`src/rtl/fifo_top.sv`:
```
// ============================================================================
// Module   : fifo_top
// Brief    : Single-clock synchronous FIFO with registered read data and
//            full/empty flags. Define FIFO_COUNT_EN to add o_fifo_count.
// Revision : 1.0 - initial release
// ============================================================================
`default_nettype none

module fifo_top #(
  parameter int DATA_WIDTH = 8,
  parameter int ADDR_WIDTH = 3
) (
  input  logic                  clk,
  input  logic                  rst,
  input  logic                  wr_en,
  input  logic [DATA_WIDTH-1:0] wr_data,
  input  logic                  rd_en,
  output logic [DATA_WIDTH-1:0] rd_data,
  output logic                  o_fifo_full,
  output logic                  o_fifo_empty
`ifdef FIFO_COUNT_EN
  ,
  output logic [ADDR_WIDTH:0]   o_fifo_count
`endif
);

  localparam int                c_depth   = 1 << ADDR_WIDTH;
  localparam logic [ADDR_WIDTH:0] c_ptr_one = {{ADDR_WIDTH{1'b0}}, 1'b1};

  logic [DATA_WIDTH-1:0] r_mem [c_depth];
  logic [ADDR_WIDTH:0]   r_wr_ptr;
  logic [ADDR_WIDTH:0]   r_rd_ptr;
  logic [DATA_WIDTH-1:0] r_rd_data;

  logic                  w_full;
  logic                  w_empty;
  logic                  w_wr_accept;
  logic                  w_rd_accept;
  logic [ADDR_WIDTH-1:0] w_wr_addr;
  logic [ADDR_WIDTH-1:0] w_rd_addr;

  // The extra pointer MSB distinguishes a full wrap from an empty match.
  assign w_empty = (r_wr_ptr == r_rd_ptr);
  assign w_full  = (r_wr_ptr[ADDR_WIDTH] != r_rd_ptr[ADDR_WIDTH]) &&
                   (r_wr_ptr[ADDR_WIDTH-1:0] == r_rd_ptr[ADDR_WIDTH-1:0]);

  assign w_wr_accept = wr_en && !w_full;
  assign w_rd_accept = rd_en && !w_empty;
  assign w_wr_addr   = r_wr_ptr[ADDR_WIDTH-1:0];
  assign w_rd_addr   = r_rd_ptr[ADDR_WIDTH-1:0];

  // Storage array is deliberately left out of reset.
  always_ff @(posedge clk) begin
    if (w_wr_accept) begin
      r_mem[w_wr_addr] <= wr_data;
    end
  end

  always_ff @(posedge clk or negedge rst) begin
    if (!rst) begin
      r_wr_ptr <= '0;
    end else if (w_wr_accept) begin
      r_wr_ptr <= r_wr_ptr + c_ptr_one;
    end
  end

  always_ff @(posedge clk or negedge rst) begin
    if (!rst) begin
      r_rd_ptr  <= '0;
      r_rd_data <= '0;
    end else if (w_rd_accept) begin
      r_rd_ptr  <= r_rd_ptr + c_ptr_one;
      r_rd_data <= r_mem[w_rd_addr];
    end
  end

  assign rd_data      = r_rd_data;
  assign o_fifo_full  = w_full;
  assign o_fifo_empty = w_empty;

`ifdef FIFO_COUNT_EN
  assign o_fifo_count = r_wr_ptr - r_rd_ptr;
`endif

endmodule

`default_nettype wire

```
`config.mk`:
```
export PLATFORM = sky130hd
export DESIGN_NAME = fifo_top
export DESIGN_NICKNAME = d
export VERILOG_FILES = /design/src/rtl/fifo_top.sv
export SDC_FILE = /design/constraint.sdc
export NUM_CORES = 1
export LEC_CHECK = 0
export ABC_CLOCK_PERIOD_IN_PS = 3350
export BUFFER_PORTS_ARGS = -buffer_cell sky130_fd_sc_hd__buf_2
export CORE_UTILIZATION = 45
export CTS_BUF_LIST = sky130_fd_sc_hd__clkbuf_8
export DETAILED_ROUTE_END_ITERATION = 16
export GPL_ROUTABILITY_DRIVEN = 0
export HOLD_SLACK_MARGIN = 0.15
export SLEW_MARGIN = 20
export SYNTH_ARGS = -nofsm -noshare
export SYNTH_HDL_FRONTEND = slang
export SYNTH_SLANG_ARGS = --single-unit
```
`constraint.sdc`:
```
create_clock -name clk -period 3.35 [get_ports clk]
set_clock_uncertainty 0.05 [all_clocks]
set_input_delay 0 -clock clk [delete_from_list [all_inputs] [get_ports clk]]
set_output_delay 0 -clock clk [all_outputs]
set_load 0.01 [all_outputs]
```
==> results of run 1 <==
registers in the layout, indices dropped and copies added (netlist names):
register  count
r_mem        64
rd_data       8
r_rd_ptr      4
r_wr_ptr      4
metrics by stage:
step | utilization (%) | instances | worst slack (ps)
after detailed placement | 50.5 | 286 | 599
after global routing | 55.3 | 313 | 457
after CTS | 55.3 | 313 | 580
final | 55.3 | 313 | 596
after floorplan | - | 168 | 1050
after global placement | 50.5 | 286 | 774
worst max-delay path: cells and delay by family (launching register included):
family	cells	cell delay, ps
compound gates	1	180
flops	1	730
xor+xnor	1	530
simple gates	2	880
final cells by class:
type | count | area [um2]
multi-input cells | 77 | 821
clock buffers | 10 | 138
fillers | 534 | 3050
clock inverters | 5 | 72.6
flip-flops and latches | 80 | 2320
repair buffers | 42 | 293
well taps | 96 | 120
inverters | 3 | 11.3
placed cells by master, fill, tap and decap left out, drive strengths merged, types with 2 or more instances in the layout:
cell type	n
clkinv	2
xor2	7
nor2	8
inv	4
nand2	9
or2	2
edfxtp	64
xnor2	4
nand2b	3
dfrtp	16
dlygate4sd3	12
bufinv	2
clkbuf	10
buf	30
o21ai	8
ha	2
mux2i	8
o41ai	2
mux2	2
nor3	5
mux4	16
timing repair:
item	in CTS	in global routing
hold buffers	12	0
endpoints found under the hold margin	90	0
setup buffers	0	0
how the worst max path moves through the flow:
stage / start / to / cells past startpoint
global route: r_rd_ptr[2] / r_mem[6][6] / 4
global placement: r_rd_ptr[2] / r_mem[6][3] / 4
floorplan: r_rd_ptr[1] / r_mem[4][0] / 5
detailed placement: r_rd_ptr[2] / r_mem[5][3] / 4
finish: r_rd_ptr[2] / r_mem[6][6] / 4
CTS: r_rd_ptr[2] / r_mem[5][3] / 4
metal layers:
layer	routed length [um]	global-route usage [%]	vias to the layer above
met5	0	0	-
met4	180	10.3	0
met3	125	3.14	17
met2	3180	31.1	29
met1	2450	21.3	823
li1	-	-	736
cell families (layout without fill, tap and decap cells):
group	Yosys count	after routing	synth area share, %
DFF	80	80	72.8
and+or+nand+nor	28	28	4.08
muxes	26	26	14.6
xor gates and xnor gates	11	11	3.25
buffers and inverters	11	60	1.84
AOI/OAI and AO/OA	10	10	2.63
adders and majority gates	2	2	0.784
power by group:
group	switching [W]	internal [W]
Combinational	0.000579	0.000491
Clock	0.000320	0.000429
Sequential	0.000147	0.00131
Total	0.00105	0.00223
==> parameters.txt, run 1 <==
Parameter                              Value

Clock tree
  TritonCTS buffer count ... 9
  Count of cells resized by post-cts repair ... 0
  CTS tree ... done
  Root buffer selected by CTS ... clkbuf_8
  Worst-case clock buffer depth ... 2
  Clock-pin slew reported for the worst setup and hold paths after clock tree synthesis ... 80 ps
  Latest clock arrival within the worst-skew pair ... 340 ps
  Count of H-tree levels built during CTS ... 3
  Sink Count ... 80

Placed design
  Number of port buffers ... 21
  Hpwl dp ... 3980 um
  Post-placement cell area ... roughly 3400 um2

Layout
  Proportion of layout cells with a drive suffix above 1 ... 29.5%
  Post-route design area ... between 3000 and 4000 um2
  Antenna diodes ... 0
  Syn-to-layout area delta ... 18.4%
  Number of nets in the layout ... ~230

Synthesis
  Number of unique standard cell types used by synthesis ... 24
  Netlist area before placement ... 3190 um2
  #FFs+latches synth ... 80
  Share of flip-flops with an asynchronous set or reset after synthesis ... 20.0%
  Leading register cell type out of synthesis ... edfxtp_1
  Count of warnings emitted by yosys ... 0
  Proportion of synthesized chip area in sequential cells ... 72.8%
  Cell accounting for the most synthesized area ... edfxtp_1
  Most common cell in the netlist ... edfxtp_1
  Ranking of synthesized cells by area ... edfxtp_1 (60%), dfrtp_1 (13%), mux4_2 (11%), mux2i_1 (2.5%), xor2_1 (1.6%)
  Synth cell count leaders ... edfxtp_1 (64), dfrtp_1 (16), mux4_2 (16), nand2_1 (9)
  Share of the synthesized area in the top cell type ... 60.2%
  Post-synth EDFFs ... 64
  Synth Instances ... approximately 170
  Mean post-synth cell area ... 19.0 um2
  Synthesized netlist net count ... 182

Worst hold path
  Class of the worst hold path ... in -> reg
  Instance count along the most critical hold path ... 2
  Launch point of the worst hold path ... wr_data[0]
  Endpoint with the worst hold slack ... r_mem[3][0]

Global routing
  Total gr overflow ... 0
  Vias in the first global route ... 1705
  Total GRT Usage ... roughly 18%
  Largest net degree at the start of global routing ... 21
  Wire length of the first global-routing pass ... 9190 um
  Number of antenna violations at the first check in global routing ... 0

STA
  Unrepaired setup endpoints after global routing ... no
  Slew Viols, Final ... 0
  Worst relative slew slack ... between 40% and 50%
  Total negative slack ... 0 ps
  Worst hold margin ... approximately 430 ps
  Fraction of the cycle the final worst path needs ... 82.2%
  Actual slew at the worst max-slew pin ... 845 ps
  Setup violators final ... 0
  Final worst path period need ... 2750 ps
  Final hold violation count ... 0
  Highest Clock Rate ... 363 MHz

Status
  Run status ... completed

Route
  Router iterations before antenna repair ... 4
  1st-iter DRT viols ... between 40 and 50
  Routed vias ... 1605
  Final routed DRC violation total ... 0
  Wire length per cell ... 19.0 um
  Mean number of vias per cell ... 5.13
  Total routed wirelength ... 5930 um
  Remaining antenna violation count ... 0

Worst setup path
  Critical path class ... reg -> reg
  Crit path cell chain ... xor2_1 -> o41ai_4 -> or2_1 -> nor2_1
  Data arrival time of the critical path ... 2680 ps
  Max stage delay on crit path ... 730 ps
  Category of the worst setup path launch point ... flop
  Data required time at the worst endpoint ... 3270 ps
  Reg-to-reg critical path endpoint ... r_mem[6][6]
  Cells on worst reg2reg path ... 4
  Worst R2R Start ... r_rd_ptr[2]
  Biggest fanout along the worst timing path ... 11
  Worst reg2reg setup slack ... 600 ps
  CP Capture Type ... flop
  CP max stage cell ... dfrtp_1

Floorplan
  Die outline area ... 7430 um2
  Row cnt ... 30
  Starting utilization of the core area ... between 40% and 50%
  Overall die width ... roughly 86 um
  Boundary pin count ... 22
  Die Y ... 86.2 um
  Core area ... 6830 um2

Power
  Overall power of the completed layout ... 0.00327 W
  Maximum VDD drop ... 0.282 mV
  Cell leakage power ... about 1.4 nW
  PD cells ... slightly below 900 nW/um2

Run
  Max Cap Violations ... 0
(Power assumes the default switching activity.)
==> run 2: changes to the inputs <==
- ABC_CLOCK_PERIOD_IN_PS: 3350 -> 2600
- clock period: 3.35 -> 2.6 ns (I/O delays scaled with it)
==> run 2 against run 1 <==
  * Total power rose by 27%
  * Die area did not move
  * Maximum frequency rose by 30%
  * Register-to-register slack got worse by 120 ps
  * Sequential cell count did not move
  * Clock power rose by 21%
  * Non-clock buffer count rose by 3
  * Sequential share of layout area fell by 0.14 points
  * Largest power group unchanged
==> parameters.txt, run 2 (synthesis gave the netlist of run 1 again) <==
Parameter                              Value

Worst setup path
  CP Capture Type ... flop
  Reg-to-reg critical path endpoint ... r_mem[4][3]
  Cells on worst reg2reg path ... 5
  Worst R2R Start ... r_wr_ptr[1]
  Worst reg2reg setup slack ... about 480 ps
  Biggest fanout along the worst timing path ... 8
  Category of the worst setup path launch point ... flop
  Critical path class ... reg -> reg
  Data required time at the worst endpoint ... 2600 ps
  Data arrival time of the critical path ... 2120 ps

Route
  Final routed DRC violation total ... 0
  Top Layer Used ... met4
  Remaining antenna violation count ... 0
  Mean number of vias per cell ... 5.13
  1st-iter DRT viols ... 97
  Routed vias ... 1625
  Wire length the detailed router placed on met1 ... 2620 um
  Router iterations before antenna repair ... 4
  Met3 routed WL ... 234 um
  Wire length per cell ... 18.0 um
  Total routed wirelength ... 5720 um
  Met2 Wirelength ... 2740 um

Layout
  Register cell area after layout ... 2320 um2
  Multi-input combinational cell area ... 821 um2
  Most frequent cells in the layout ... edfxtp_1 (64), buf_2 (21), mux4_2 (16), dfrtp_1 (16)
  Most common library cell in the layout ignoring fill and taps ... edfxtp_1
  Largest register by flop count ... r_mem
  Syn-to-layout area delta ... 18.7%
  Filler Cell Count ... about 550
  Number of nets in the layout ... 230
  Proportion of layout cells with a drive suffix above 1 ... between 30% and 40%
  Final Instance Count excl. Fillers ... 317
  Antenna diodes ... 0
  Number of flip-flops in the largest register ... 64

Clock tree
  Sink Count ... 80
  Cts-stage hold buffer count ... 12
  Clock-pin slew reported for the worst setup and hold paths after clock tree synthesis ... roughly 80 ps
  CTS tree ... done
  Count of H-tree levels built during CTS ... 3
  Count of cells resized by post-cts repair ... 0
  TritonCTS buffer count ... 9
  Root buffer selected by CTS ... clkbuf_8
  Latest clock arrival within the worst-skew pair ... 340 ps
  Setup bufs post-CTS ... 0
  Worst-case clock buffer depth ... 2

Power
  Combinational power share ... 34.4%
  PD cells ... 1100 nW/um2
  Clk network pwr share ... 21.7%
  Overall power of the completed layout ... 0.00416 W
  Sw frac ... between 30% and 40%
  Power spent charging and discharging nets ... 0.00138 W
  Internal power contribution ... about 0.0028 W
  Share of power burned in registers ... 43.9%
  Maximum VDD drop ... 0.383 mV
  Cell leakage power ... 1.39 nW

Global routing
  Vias in the first global route ... 1740
  Largest net degree at the start of global routing ... 20
  Total GRT Usage ... 18.1%
  Wire length of the first global-routing pass ... 9500 um
  Total gr overflow ... 0
  Number of antenna violations at the first check in global routing ... 0

STA
  Total negative slack ... 0 ps
  Unrepaired setup endpoints after global routing ... no
  Setup violators final ... 0
  Highest Clock Rate ... 471 MHz
  Slew Viols, Final ... 0
  Fraction of the cycle the final worst path needs ... 81.7%
  Final worst path period need ... 2120 ps
  Final hold violation count ... 0
  Actual slew at the worst max-slew pin ... 835 ps
  Worst relative slew slack ... 44.1%
  Worst setup margin ... 475 ps

Worst hold path
  Endpoint with the worst hold slack ... r_mem[7][7]
  Class of the worst hold path ... in -> reg
  Launch point of the worst hold path ... wr_data[7]
  Instance count along the most critical hold path ... 2

Placed design
  Number of port buffers ... 21
  # placed instances ... between 200 and 300
  Hpwl dp ... 3610 um
  Worst setup slack before clock tree synthesis ... 510 ps

Floorplan
  Overall die width ... around 86 um
  Die Y ... 86.2 um
  Row cnt ... 30
  Boundary pin count ... 22
  Core area ... 6830 um2
  Starting utilization of the core area ... ~47%
  Die outline area ... approximately 7400 um2

Run
  Max Cap Violations ... 0

Status
  Run status ... completed
run 2: worst max-delay path by stage:
stage	start	end	cells after the start
after global placement	r_wr_ptr[1]	r_mem[4][5]	5
after floorplan	r_rd_ptr[1]	r_mem[4][0]	5
after global routing	r_wr_ptr[1]	r_mem[4][3]	5
after CTS	r_wr_ptr[1]	r_mem[4][3]	5
after detailed placement	r_wr_ptr[1]	r_mem[4][5]	5
final	r_wr_ptr[1]	r_mem[4][3]	5
run 2: worst max-delay path, cell delays in order (launching register included):
cell,delay [ps]
dfrtp_1,500
xor2_1,440
o41ai_4,200
or2_1,270
nor3_1,140
buf_4,220
run 2: area by class of cell:
type / instances / area share [%]
sequential: 80 / 61.3
multi-input combinational: 77 / 21.7
timing repair buffer: 45 / 8.33
clock buffer: 9 / 3.27
tap: 96 / 3.17
clock inverter: 7 / 1.92
inverter: 3 / 0.297
run 2: routing by layer:
| metal | GRT usage (%) | up-vias |
|---|---|---|
| met2 | 27.2 | 41 |
| met4 | 7.58 | 0 |
| met3 | 5.81 | 13 |
| met1 | 24.6 | 825 |
| li1 | - | 746 |
| met5 | 0 | - |
run 2: stage by stage:
step	area, um2	hold WS [ps]	util (%)
finish	3790	420	55.4
global route	3790	411	55.4
CTS	3790	399	55.4
detailed placement	3470	-92.8	50.8
global placement	3470	-109	50.8
floorplan	3190	-346	-
run 2: power groups by stage:
stage	Clock, W	Combinational (W)	Sequential, W
detailed placement	0	0.00143	0.00186
global placement	0	0.00140	0.00184
global route	0.000989	0.00157	0.00186
floorplan	0	0.00103	0.00184
finish	0.000903	0.00143	0.00183
CTS	0.000918	0.00145	0.00183
